==> src/rtl/switch_debouncer.sv <==
// Two/three-flop synchronizer plus hold-time filter for slide switches; an update lands SYNC_STAGES+STABLE_CYCLES+1 edges after a clean step.
// `SWITCH_SYNC3_EN selects a 3-flop synchronizer; there is no backpressure, and the output is purely registered.
module switch_debouncer #(
  parameter int WIDTH         = 8,
  parameter int STABLE_CYCLES = 1000000
) (
  input  logic             clock,
  input  logic             reset,
  input  logic [WIDTH-1:0] sw_raw,
  output logic [WIDTH-1:0] sw_stable,
  output logic             changed,
  output logic             busy
);

`ifdef SWITCH_SYNC3_EN
  localparam int SYNC_STAGES = 3;
`else
  localparam int SYNC_STAGES = 2;
`endif

  localparam int CW = $clog2(STABLE_CYCLES + 1);
  localparam logic [CW-1:0] COUNT_LAST = CW'(STABLE_CYCLES - 1);

  logic [WIDTH-1:0] sync_q [SYNC_STAGES];
  logic [WIDTH-1:0] sync;
  logic [WIDTH-1:0] candidate;
  logic [CW-1:0]    count;

  assign sync = sync_q[SYNC_STAGES-1];

  always_ff @(posedge clock) begin
    if (reset) begin
      for (int i = 0; i < SYNC_STAGES; i++) begin
        sync_q[i] <= '0;
      end
    end else begin
      sync_q[0] <= sw_raw;
      for (int i = 1; i < SYNC_STAGES; i++) begin
        sync_q[i] <= sync_q[i-1];
      end
    end
  end

  // Any change on the synchronized bus restarts the hold window, so a bounce
  // back to the current output simply drops the candidate without a pulse.
  always_ff @(posedge clock) begin
    if (reset) begin
      candidate <= '0;
      sw_stable <= '0;
      count     <= '0;
      changed   <= 1'b0;
    end else begin
      changed <= 1'b0;
      if (sync != candidate) begin
        candidate <= sync;
        count     <= '0;
      end else if (candidate != sw_stable) begin
        if (count == COUNT_LAST) begin
          sw_stable <= candidate;
          changed   <= 1'b1;
          count     <= '0;
        end else begin
          count <= count + 1'b1;
        end
      end else begin
        count <= '0;
      end
    end
  end

  assign busy = (candidate != sw_stable);

endmodule

==> config.mk <==
export PLATFORM = sky130hd
export DESIGN_NAME = switch_debouncer
export DESIGN_NICKNAME = d
export VERILOG_FILES = /design/src/rtl/switch_debouncer.sv
export SDC_FILE = /design/constraint.sdc
export NUM_CORES = 1
export LEC_CHECK = 0
export CORE_MARGIN = 2
export CORE_UTILIZATION = 30
export DETAILED_ROUTE_END_ITERATION = 6
export GPL_TIMING_DRIVEN = 0
export PLACE_DENSITY_LB_ADDON = 0.12
export SYNTH_ARGS = -nofsm -noshare
export SYNTH_HDL_FRONTEND = slang
export SYNTH_SLANG_ARGS = --single-unit
==> constraint.sdc <==
create_clock -name clock -period 1.8 [get_ports clock]
set_input_delay 0.54 -clock clock [delete_from_list [all_inputs] [get_ports clock]]
set_output_delay 0.54 -clock clock [all_outputs]
set_load 0.02 [all_outputs]
# [After elaboration in Yosys (flattened, before gate mapping)]
# Memory sizes are Yosys's and may differ from the RTL's.
# Index checks and enable logic that the tools add are counted.
[op_classes] n_reduce_logical=3 eq_ne=3 bitwise=4 add_sub_neg=1 n_mux=6
[op_table] cell="20-bit by 1-bit adder with 20-bit output (second input constant)" n=1
[op_table] cell="20-bit == test (second input constant)" n=1
[op_table] cell="8-bit 2-to-1 mux" n=2
[op_table] cell="8-bit inequality test" n=2
[op_table] cell="1-bit 2-to-1 mux" n=4
[op_table] cell="4-bit OR reduction" n=1
[op_table] cell="3-bit AND reduction" n=1
[op_table] cell="3-bit OR reduction" n=1
[op_table] cell="1-bit inverter" n=2
[op_table] cell="1-bit bitwise OR" n=2
[word_totals] elab_cells=22 inputBits=10 mem_bits_rw=16 memories=1 register_bits=37
[memory_table] memory="sync_q" depth=2 word_bits=8 rd=2 rd_clocked_by_memory_dff=0 wr=2 line="24" rtl="logic [WIDTH-1:0] sync_q [SYNC_STAGES];"

# [Longest topological paths before layout]
[depth] depth_word=3 ltp_mapped=7 depth_no_buf=5

# [Worst setup path before layout]
# Ideal clock, no wire load.
[synth_timing] kind="register to output" start="register sw_stable[5]" end="output port busy" arrival_time_ns=1.288 stages_incl_launch_ff=5 required_ns=1.260 path_slack_ns=-0.028 cell_sequence="dfxtp_1 > xnor2_1 > nand4_1 > or2_2 > clkbuf_1"
[synth_via] elab_chain_len=1
[synth_rtl] item="start: declaration" line="10" rtl="output logic [WIDTH-1:0] sw_stable,"
[synth_rtl] item="start signal: assignment" line="59" rtl="sw_stable <= candidate;"
[synth_rtl] item="8-bit inequality test" line="71" rtl="assign busy = (candidate != sw_stable);"
[synth_rtl] item="end: declaration" line="12" rtl="output logic busy"
# Every way passes these cells.

# [Final worst setup path]
[layout_timing] start="register sw_stable[0]" end="output port busy"
# The elaborated chain is that of the path after synthesis.

==> flow_summary.ini <==
[global_routing]
grt_util_met2_pct = 15.7
grt_pass1_vias = 1339
met3_usage_pct = 2.59
antenna_found_initial = 0
grt_pass1_wl_mm = 6.53
globalRouteOverflowTotal = 0
top_usage_layer = met2
grt_usage_pct = 10.7
met1_usage_pct = 15.3
grt_start_max_net_pins = 20

[detailed_routing]
firstDrtPassIters = 6
antenna_left = 0
avgViaCountPerCell = 4.30
postRouteWirelength_mm = 3.97
wl_per_cell_um = 11.3
vias = 1512
remaining_drc_errors = 0
initialDrtViolationCount = 68

[critical_path]
end_kind = output port
cp_max_fo = 3
reg2regPathDepth = 8
worstPathArrival_ps = 1400
r2r_setup_slack_ps = 50
r2r_start = candidate[4]$_SDFFE_PP0P_
crit_path_start_kind = register
r2r_end = sw_stable[4]$_SDFFE_PP0P_
crit_required_ps = 1260
crit_type = register to output port

[power]
p_per_area_mw_per_mm2 = 757
clockPowerShare_pct = 34.0
p_int_uw = 1580
ir_worst_vdd_mv = 0.334
combPwrFrac_pct = 8.4
netSwitchingPower_uw = 515
leakage_uw = 0.00102
seq_power_share_pct = 57.6
swShare_pct = 24.5

[die]
die_width_um = 89.2
die_h_um = 89.2
die_area_mm2 = 0.00796
rows = 31
io_pins = 20
core_mm2 = 0.00714
initial_utilization_pct = 30.5

[clocking]
cts-htree-levels = 2
path_clk_slew_ps = 110
cts_tree = yes
cts-root-buf = clkbuf_8
clk_latency_ps = 310
cts_buffers = 5
cts.path.max_buffers = 2
clock_sinks = 53

[finish]
seq_area_mm2 = 0.00109
diodes = 0
syn2layout_area_growth_pct = 27.3
multi_input_area_mm2 = 0.00111
final_cell_mix = dfxtp_1 (31), nor2b_1 (24), dfxtp_2 (21)
fin_nets = 263
fill_cells = 743
layout_commonest_cell = dfxtp_1
fin_util_pct = 38.9
layout-drive-gt1-share_pct = 34.0
final_cell_count_no_fill = 352

[placed_design]
dp_cells = 334
gp_congestion = 0.771
dp_hpwl_mm = 2.65
port_buffers = 19

[timing]
timing.fmax_ghz = 0.515
skew_ps = 14.9
fin_crit_sh_pct = 108
maxSlewViolCount = 0
setup-violations-final = 1
hold_viol_final = 0
worstMarginPinSlew_ps = 555
layout_setup_ws_ps = -143
slew_headroom_pct = 63.0
rsz0062_at_grt = yes
period_needed_ps = 1940

[run]
max_cap_violations = 0

[hold_path]
min_from = sync_q[0][5]$_SDFF_PP0_
worstHoldPathCells = 1
min_path_type = register to register
whs_endpoint = sync_q[0][13]$_SDFF_PP0_

[yosys]
syn_area_mm2 = 0.00218
synth-seq-cells = 53
avgSynthCellArea_um2 = 10.1
seq_area_frac_synth_pct = 48.7
ys_types = 33
syn_inst = 216
synth_warnings = 0
synth_fp_nets = 227

[run_status]
outcome = finished, violations left
violations = setup timing
Yosys cell counts:
cell type | n | area [µm²]
nor4_1 | 1 | 6.26
dfxtp_1 | 53 | 1060
and3_1 | 6 | 37.5
nor4_2 | 2 | 25.0
nand4_1 | 4 | 25.0
nor3b_1 | 1 | 7.51
nor2b_1 | 24 | 150
o211ai_1 | 1 | 7.51
nand2_2 | 1 | 6.26
inv_1 | 2 | 7.51
o21ai_0 | 8 | 40.0
nor3_1 | 4 | 20.0
xor2_1 | 18 | 158
and4_4 | 1 | 11.3
and4bb_2 | 1 | 12.5
a21oi_1 | 8 | 40.0
and2_1 | 2 | 12.5
nand3_1 | 18 | 90.1
ha_1 | 1 | 12.5
buf_6 | 1 | 11.3
nor2_1 | 2 | 7.51
clkbuf_1 | 4 | 15.0
or3_1 | 1 | 6.26
nand2_1 | 7 | 26.3
xnor2_1 | 16 | 140
and4_1 | 2 | 17.5
or2_2 | 1 | 6.26
nand4bb_4 | 1 | 27.5
buf_12 | 2 | 40.0
nor2_2 | 20 | 125
buf_2 | 1 | 5.00
nor4b_2 | 1 | 15.0
clkbuf_2 | 1 | 5.00
how the worst max path moves through the flow:
| stage | from | slack (ps) | cells past startpoint | to |
|---|---|---|---|---|
| after detailed placement | candidate[0]$_SDFFE_PP0P_ | -540 | 5 | busy |
| after floorplan | sw_stable[5]$_SDFFE_PP0P_ | 10 | 4 | busy |
| after CTS | candidate[5]$_SDFFE_PP0P_ | -240 | 5 | busy |
| final | sw_stable[0]$_SDFFE_PP0P_ | -140 | 4 | busy |
| after global placement | candidate[6]$_SDFFE_PP0P_ | -540 | 5 | busy |
| after global routing | sw_stable[0]$_SDFFE_PP0P_ | -220 | 4 | busy |
routing by layer:
metal | wire length [µm] | vias up
met3 | 135 | 2
li1 | - | 793
met2 | 1750 | 24
met5 | 0 | -
met4 | 37 | 0
met1 | 2050 | 693
cells by family after synthesis:
logic type / Yosys count / share of synthesized area [%]
fa+ha+maj: 1 / 0.574
compound gates: 17 / 4.02
buf+inv: 11 / 3.85
xor+xnor: 34 / 13.7
simple gates: 100 / 29.2
flops: 53 / 48.7
area by class of cell:
cell class                      count  area share [%]
Clock inverter                      3            1.04
Tap cell                           99            4.47
Clock buffer                        5            2.48
Buffer                              8            2.84
Inverter                            2           0.271
Multi-Input combinational cell    152            40.0
Timing Repair Buffer               30            9.61
Sequential cell                    53            39.3
flip-flops by register name, summed over array words and instances (netlist names):
signal	flops
sw_stable	8
sync_q	16
candidate	8
changed	1
count	20
what timing repair did:
item,4_1_cts,5_1_grt
setup buffers,7,4
gates resized for setup,34,26
endpoints found under the setup margin,29,30
endpoints found under the hold margin,0,0
hold buffers,0,0
pin swaps,5,15
metrics by stage:
| step | area (µm²) | setup slack [ps] | hold slack, ps | total power, µW | setup TNS, ps |
|---|---|---|---|---|---|
| global placement | 2490 | -545 | 423 | 1370 | -694 |
| finish | 2770 | -143 | 447 | 2100 | -143 |
| CTS | 2680 | -237 | 450 | 2120 | -237 |
| floorplan | 2180 | 13.2 | 414 | 1320 | 0 |
| global route | 2770 | -218 | 463 | 2210 | -510 |
| detailed placement | 2490 | -535 | 423 | 1370 | -619 |
worst max-delay path, stage by stage (launching register included):
cell and delay [ps]:
dfxtp_2 350, xnor2_2 160, nand4_1 160, or2_4 300
buf_6 130
power groups by stage:
stage | logic, µW | clock network [µW] | registers (µW)
final | 177 | 714 | 1210
after global routing | 191 | 803 | 1210
after CTS | 163 | 754 | 1210
after detailed placement | 136 | 0 | 1240
after global placement | 138 | 0 | 1240
after floorplan | 92.8 | 0 | 1230
Note: power is estimated with default switching activity, not from simulation.
